--- src/rtl/adc_spi_master.sv ---
// Byte-wide SPI master for ADC register reads/writes: one byte per spitxdv/spirxdv handshake.
// Chip select belongs to the command processor; this block only drives sclk and mosi.

module adc_spi_master #(
  parameter int unsigned SPI_MODE          = 0,
  parameter int unsigned CLKS_PER_HALF_BIT = 2
) (
  input  logic       clk,
  input  logic       rst,
  input  logic [7:0] spitx,
  input  logic       spitxdv,
  output logic       spitxready,
  output logic [7:0] spirx,
  output logic       spirxdv,
  output logic       spibusy,
  output logic       sclk,
  output logic       mosi,
  input  logic       miso
);

  localparam logic Cpol = ((SPI_MODE >> 1) & 32'd1) != 0;
  localparam logic Cpha = (SPI_MODE & 32'd1) != 0;
  localparam int unsigned CntW = (CLKS_PER_HALF_BIT > 2) ? $clog2(CLKS_PER_HALF_BIT) : 1;
  localparam logic [CntW-1:0] CntMax = CntW'(CLKS_PER_HALF_BIT - 1);

  typedef enum logic [1:0] {StIdle, StShift, StDone} state_e;

  state_e          state_q, state_d;
  logic            rst_hold_q;
  logic [CntW-1:0] half_cnt_q, half_cnt_d;
  logic [4:0]      edge_cnt_q, edge_cnt_d;
  logic [7:0]      tx_q, tx_d;
  logic [7:0]      rx_q, rx_d;
  logic            sclk_q, sclk_d;
  logic            mosi_q, mosi_d;
  logic [7:0]      spirx_q, spirx_d;
  logic            spirxdv_q, spirxdv_d;

  // rst_hold_q keeps spitxready low for the cycle right after a reset edge.
  assign spitxready = ((state_q == StIdle) || (state_q == StDone)) && !rst_hold_q;
  assign spibusy    = (state_q == StShift);
  assign spirx      = spirx_q;
  assign spirxdv    = spirxdv_q;
  assign sclk       = sclk_q;
  assign mosi       = mosi_q;

  always_comb begin
    state_d    = state_q;
    half_cnt_d = half_cnt_q;
    edge_cnt_d = edge_cnt_q;
    tx_d       = tx_q;
    rx_d       = rx_q;
    sclk_d     = sclk_q;
    mosi_d     = mosi_q;
    spirx_d    = spirx_q;
    spirxdv_d  = 1'b0;

    unique case (state_q)
      StIdle, StDone: begin
        state_d = StIdle;
        if (spitxdv && spitxready) begin
          state_d    = StShift;
          tx_d       = spitx;
          // Starting at 1 places edge k exactly k*H cycles after the request cycle.
          half_cnt_d = CntW'(1);
          edge_cnt_d = 5'd0;
          if (!Cpha) begin
            mosi_d = spitx[7];
          end
        end
      end

      StShift: begin
        if (edge_cnt_q == 5'd16) begin
          state_d   = StDone;
          sclk_d    = Cpol;
          spirx_d   = rx_q;
          spirxdv_d = 1'b1;
        end else if (half_cnt_q == CntMax) begin
          half_cnt_d = '0;
          sclk_d     = ~sclk_q;
          edge_cnt_d = edge_cnt_q + 5'd1;
          if (!edge_cnt_q[0]) begin
            // Leading edge.
            if (Cpha) begin
              mosi_d = tx_q[7];
              tx_d   = {tx_q[6:0], 1'b0};
            end else begin
              rx_d = {rx_q[6:0], miso};
            end
          end else begin
            // Trailing edge; CPHA=0 leaves mosi alone on the final edge.
            if (Cpha) begin
              rx_d = {rx_q[6:0], miso};
            end else if (edge_cnt_q != 5'd15) begin
              mosi_d = tx_q[6];
              tx_d   = {tx_q[6:0], 1'b0};
            end
          end
        end else begin
          half_cnt_d = half_cnt_q + CntW'(1);
        end
      end

      default: state_d = StIdle;
    endcase
  end

  always_ff @(posedge clk) begin
    if (rst) begin
      state_q    <= StIdle;
      rst_hold_q <= 1'b1;
      half_cnt_q <= '0;
      edge_cnt_q <= 5'd0;
      tx_q       <= 8'h00;
      rx_q       <= 8'h00;
      sclk_q     <= Cpol;
      mosi_q     <= 1'b0;
      spirx_q    <= 8'h00;
      spirxdv_q  <= 1'b0;
    end else begin
      state_q    <= state_d;
      rst_hold_q <= 1'b0;
      half_cnt_q <= half_cnt_d;
      edge_cnt_q <= edge_cnt_d;
      tx_q       <= tx_d;
      rx_q       <= rx_d;
      sclk_q     <= sclk_d;
      mosi_q     <= mosi_d;
      spirx_q    <= spirx_d;
      spirxdv_q  <= spirxdv_d;
    end
  end

endmodule

--- config.mk ---
export PLATFORM = sky130hd
export DESIGN_NAME = adc_spi_master
export DESIGN_NICKNAME = d
export VERILOG_FILES = /design/src/rtl/adc_spi_master.sv
export SDC_FILE = /design/constraint.sdc
export NUM_CORES = 1
export LEC_CHECK = 0
export ABC_CLOCK_PERIOD_IN_PS = 2500
export CAP_MARGIN = 20
export CORE_UTILIZATION = 55
export DETAILED_ROUTE_END_ITERATION = 6
export MAX_ROUTING_LAYER = met4
export PLACE_DENSITY = 0.89
export SLEW_MARGIN = 15
export SYNTH_ARGS = -nofsm -noshare
export SYNTH_HDL_FRONTEND = slang
export SYNTH_SLANG_ARGS = --single-unit
--- constraint.sdc ---
create_clock -name clk -period 2.5 [get_ports clk]
set_input_delay 0.625 -clock clk [delete_from_list [all_inputs] [get_ports clk]]
set_output_delay 0.625 -clock clk [all_outputs]
set_load 0.03 [all_outputs]
Word-level counts from Yosys, hierarchy flattened. Cells that the tools add are included.

Flip-flop bits (word level): 35. Input bits: 12. Output and inout port bits: 13. Logic and storage cells: 68.

Bitwise operators: 4. Reductions and logical operators: 15. Multiplexer cells: 27. Equality and inequality tests: 10. Add/subtract/negate cells: 2.

Operators with widths (number): 7-bit 2-to-1 mux (5); 5-bit 2-to-1 mux (3); 7-bit one-hot mux with 2 select lines (1); 1-bit 2-to-1 mux (13); 5-bit one-hot mux with 2 select lines (1); 2-bit by 1-bit != test with 1-bit output (second input constant) (4); 4-bit AND reduction (2); 6-bit AND reduction (1); 5-bit by 1-bit adder with 5-bit output (second input constant) (1); 5-bit == test (second input constant) (1); 5-bit by 4-bit != test with 1-bit output (second input constant) (1); 2-bit != test (second input constant) (2); 1-bit NOT (4); 1-bit one-hot mux with 2 select lines (2); 2-bit one-hot mux with 2 select lines (1); 2-bit AND reduction (2); 2-bit nonzero test (2); 2-bit OR reduction (2); 3-bit AND reduction (1); 2-bit by 1-bit == test with 1-bit output (second input constant) (1); 2-bit == test (second input constant) (1); 1-bit logical AND (2); 2-bit zero test (1); 2-bit 2-to-1 mux (1); other kinds (3) (3).

Depth between registers and ports, before layout.
Depth in word-level cells: 6. Gate-level depth with buffers: 7.

Worst setup path after synthesis. No wires, ideal clock.

Path type: register to register. From: register edge_cnt_q[0]. To: register tx_q[5]. Slack: 0.787 ns. Period minus slack after synthesis: 1.713 ns. Cell stages (with the launch flop): 8. Path buffers: 1. Arrival time: 1.571 ns. Cells stage by stage: dfxtp_1 -> ha_1 -> and3_1 -> ha_1 -> or3_1 -> clkbuf_1 -> o22ai_1 -> a221oi_1.

Cells in the longest elaborated chain, start to end: 3. Elaborated cells between the ends (all ways): 6. Classes of those cells: eq/ne: 5; reduce/logical: 1.

RTL lines: from (decl) (line 31) `logic [4:0] edge_cnt_q, edge_cnt_d;`; from (signal assigned) (line 125) `edge_cnt_q <= edge_cnt_d;`; 5-bit by 4-bit != test with 1-bit output or 5-bit == test (tied branches) (line 95, 74); 2-bit by 1-bit != test with 1-bit output (no line) or 2-bit != test (tied branches); 6-bit AND reduction (no line) (*); to (signal assigned) (line 126) `tx_q <= tx_d;`; to (decl) (line 32) `logic [7:0] tx_q, tx_d;`.

Mark *: on every way between the ends. The rest lies on a longest branch, timed or not. A chain may end at the register's enable or synchronous reset.

Worst setup path after layout.
From: register state_q[0]. To: output port spibusy.

Cells in the longest elaborated chain, start to end: 1.

RTL lines: from (decl) (line 28) `state_e state_q, state_d;`; from (signal assigned) (line 111) `state_q <= StIdle;`; from (signal assigned) (line 122) `state_q <= state_d;`; 2-bit by 1-bit == test with 1-bit output (line 41) `assign spibusy = (state_q == StShift);`; to (decl) (line 15) `output logic spibusy,`.

Every way passes these cells.

==> summary.md <==
| Metric | Value |
|---|---|
| Max_slew headroom | `between 60% and 70%` |
| Gr usage total | `roughly a quarter` |
| Mux cell area share after synthesis | `around 6.3%` |
| Max Buffers Root-to-Sink | `2` |
| Hold WS | `0.4672 ns` |
| Delay-heaviest family, CP | `buffers and inverters` |
| Largest net degree at the start of global routing | `27` |
| PwrDens | `roughly 570 nW/µm²` |
| Via Count | `around 1100` |
| Syn avg cell area | `9.222 µm²` |
| Sequential fraction of design power | `59.6%` |
| Max-cap violation count | `0` |
| Number of global-route vias before repair | `between 1000 and 1500` |
| DR WL met3 | `~140 µm` |
| Clk pwr share | `29.4%` |
| Area fraction in compound gates after synthesis | `17.44%` |
| Post-synthesis register bit count | `35` |
| Placed instance area | `~1700 µm²` |
| DPL Wire Length | `approximately 2 mm` |
| Worst skew pair latency | `around 0.33 ns` |
| Main combinational cell family by area after synthesis | `simple AND/OR/NAND/NOR gates` |
| Layout fillers | `about 200` |
| Die footprint | `2789 µm²` |
| Number of enable flip-flop cells after synthesis | `0` |
| I/O Buffers | `24` |
| Gpl congestion | `0.9533` |
| CP Class | `reg2out` |
| Worst stage delay on the critical path | `between 0.6 and 0.7 ns` |
| Post-Syn Nets | `169` |
| Top Layer Used | `met4` |
| Crit path max fanout | `6` |
| Worst Path Arrival | `about 1.7 ns` |
| Comb power frac | `11.0%` |
| Int Power | `approximately 0.00074 W` |
| Ratio of cells with drive above 1 in the final layout | `about 7.7%` |
| Slew @ Worst Pin | `~0.50 ns` |
| Clock skew | `0.01315 ns` |
| I/O pin total | `25` |
| Setup crit end kind | `output pin` |
| Hold Path Class | `reg2reg` |
| Num rows | `18` |
| Seq/Total Area, Yosys | `49.34%` |
| Worst EP required | `1.88 ns` |
| Area grow syn2layout | `22.20%` |
| H-tree Lvls | `2` |
| Iter 0 DRT Violations | `20` |
| Die width | `around 53 µm` |
| Initial antenna violation count | `0` |
| Setup TNS | `0 ns` |
| Final instance area | `between 1500 and 2000 µm²` |
| YS warnings | `0` |
| Top cell type's share of synthesized area | `just under 50%` |
| Synth cell types | `32` |
| Root buffer cell | `clkbuf_4` |
| Final WL | `around 2.8 mm` |
| Setup violators final | `0` |
| Most frequent cell after synthesis | `dfxtp_1` |
| CTS tree | `done` |
| Switching share of total power | `25.22%` |
| Synth area leader | `dfxtp_1` |
| Post-CTS Resized | `0` |
| Core area | `2455 µm²` |
| Global-route wire length before repair | `~4.7 mm` |
| Unrepaired setup endpoints after global routing | `no` |
| ANT cells | `0` |
| Wire per inst | `approximately 13 µm` |
| Post-synthesis xor/xnor area fraction | `0%` |
| DRC viols | `0` |
| Max Slew Vio Count | `0` |
| Synthesized area | `1420 µm²` |
| Buf/Inv on CP | `2` |
| VDD IR max | `roughly 0.5 mV` |
| Antenna-violating nets left | `0` |
| Adder-Cell Fraction of Synth Area | `2.643%` |
| Metal2 WL | `about 1.4 mm` |
| Max Freq | `~0.43 GHz` |
| Ys async rst share | `0%` |
| Top cells by area, synth | `dfxtp_1 (49%), mux2i_1 (6.3%), nor2_1 (5.3%)` |
| Final core utilization | `a little over two thirds` |
| CTS Hold Buffers Added | `0` |
| Final Hold Viols | `0` |
| Minimum clock period | `between 2 and 2.5 ns` |
| Crit-path cells | `nand2b_1 -> inv_1 -> clkdlybuf4s50_1` |
| Clk slew on worst S/H paths | `0.10 ns` |
| Prevailing post-synth register cell | `dfxtp_1` |
| Initial Utilization | `57.85%` |
| CTS sink cnt | `35` |
| DR vias/cell | `between 5 and 6` |
| Net Switching | `~0.00025 W` |
| Post-synthesis simple-gate area fraction | `about 19%` |
| Gr ovfl total | `0` |
| Crit-path slowest cell | `clkdlybuf4s50_1` |
| Overall Power | `about 0.00098 W` |
| WL met1 | `1.225 mm` |
| Synth Instances | `between 150 and 200` |
| Postcts setup bufs | `0` |
| Startpoint type of the worst setup path | `register` |
| Pre-antenna DRT Iters | `4` |
| Outcome | `completed` |
| Most instantiated cells after synthesis | `dfxtp_1 (35), nor2_1 (20), nand2_1 (17)` |
| P_leak | `0.6283 nW` |
| Die span in y | `~53 µm` |
| CTS Buf Count | `5` |
| # nets final | `195` |
| Final Cycle Share | `just over 90%` |
==> tightest hold or removal path, cell delays in order (launching register included) <==
cell,delay (ns)
dfxtp_1,0.32
nand2_1,0.05
a21oi_1,0.06
==> layer usage <==
metal / track usage (%) / up-vias
met5: - / -
met4: 12.28 / 0
met3: 4.928 / 2
met2: 38.82 / 27
met1: 27.83 / 523
li1: - / 591
==> kinds of logic (layout without fill, tap and decap cells) <==
family,after synthesis,in the layout
adders and majority gates,3,3
and+or+nand+nor,53,53
AOI/OAI and AO/OA,34,34
muxes,9,9
DFF,35,35
buffers and inverters,20,47
==> cells in the final DEF (no fill, tap or decap), types with 2 or more instances in the layout <==
cell type,Yosys,routed
dfxtp_1,35,35
clkdlybuf4s50_1,0,24
nor2_1,20,20
nand2_1,17,17
inv_1,13,13
a21oi_1,9,9
mux2i_1,9,9
o22ai_1,7,7
a221oi_1,7,7
clkbuf_4,0,5
nor3_1,3,3
ha_1,3,3
and3_1,2,2
a21boi_1,2,2
o22ai_2,2,2
a22oi_1,2,2
or3_1,2,2
o21ai_0,2,2
buf_4,1,2
==> registers in the layout, summed over array words and instances, names as in the netlist <==
register,cells
tx_q,7
rst_hold_q,1
spirx,8
mosi,1
sclk,1
rx_q,8
state_q,2
spirxdv,1
half_cnt_q,1
edge_cnt_q,5
==> power groups by stage <==
stage	clock [W]	combinational (W)	sequential, W
6_report	0.000289	0.000108	0.000586
5_1_grt	0.000317	0.000118	0.000588
4_1_cts	0.000297	0.000108	0.000586
3_5_place_dp	0	0.000107	0.000599
3_3_place_gp	0	0.000105	0.000598
2_1_floorplan	0	0.0000659	0.000600
==> stage by stage <==
stage,instances,setup slack [ns]
after CTS,211,0.1494
after detailed placement,203,0.2889
after floorplan,154,0.7874
final,211,0.1648
after global placement,203,0.3318
after global routing,211,0.06732
==> layout make-up <==
cell class | instances | area [µm²] | share of cell area (%)
inverters | 13 | 48.80 | 2.812
multi-input cells | 99 | 639.4 | 36.84
well taps | 30 | 37.54 | 2.163
repair buffers | 26 | 255.2 | 14.71
flip-flops and latches | 35 | 700.7 | 40.38
clock buffers | 6 | 41.29 | 2.379
clock inverters | 2 | 12.51 | 0.7210
==> path summary, 6_finish.rpt <==
kind	startpoint	endpoint	slack [ns]	cells past startpoint
setup / recovery	state_q[0]	spibusy	0.16	3
hold / removal	spirx[3]	spirx[3]	0.47	2
hold reg to reg	spirx[3]	spirx[3]	0.47	2
setup reg to reg	edge_cnt_q[0]	rx_q[5]	0.61	6
(Power assumes the default switching activity.)
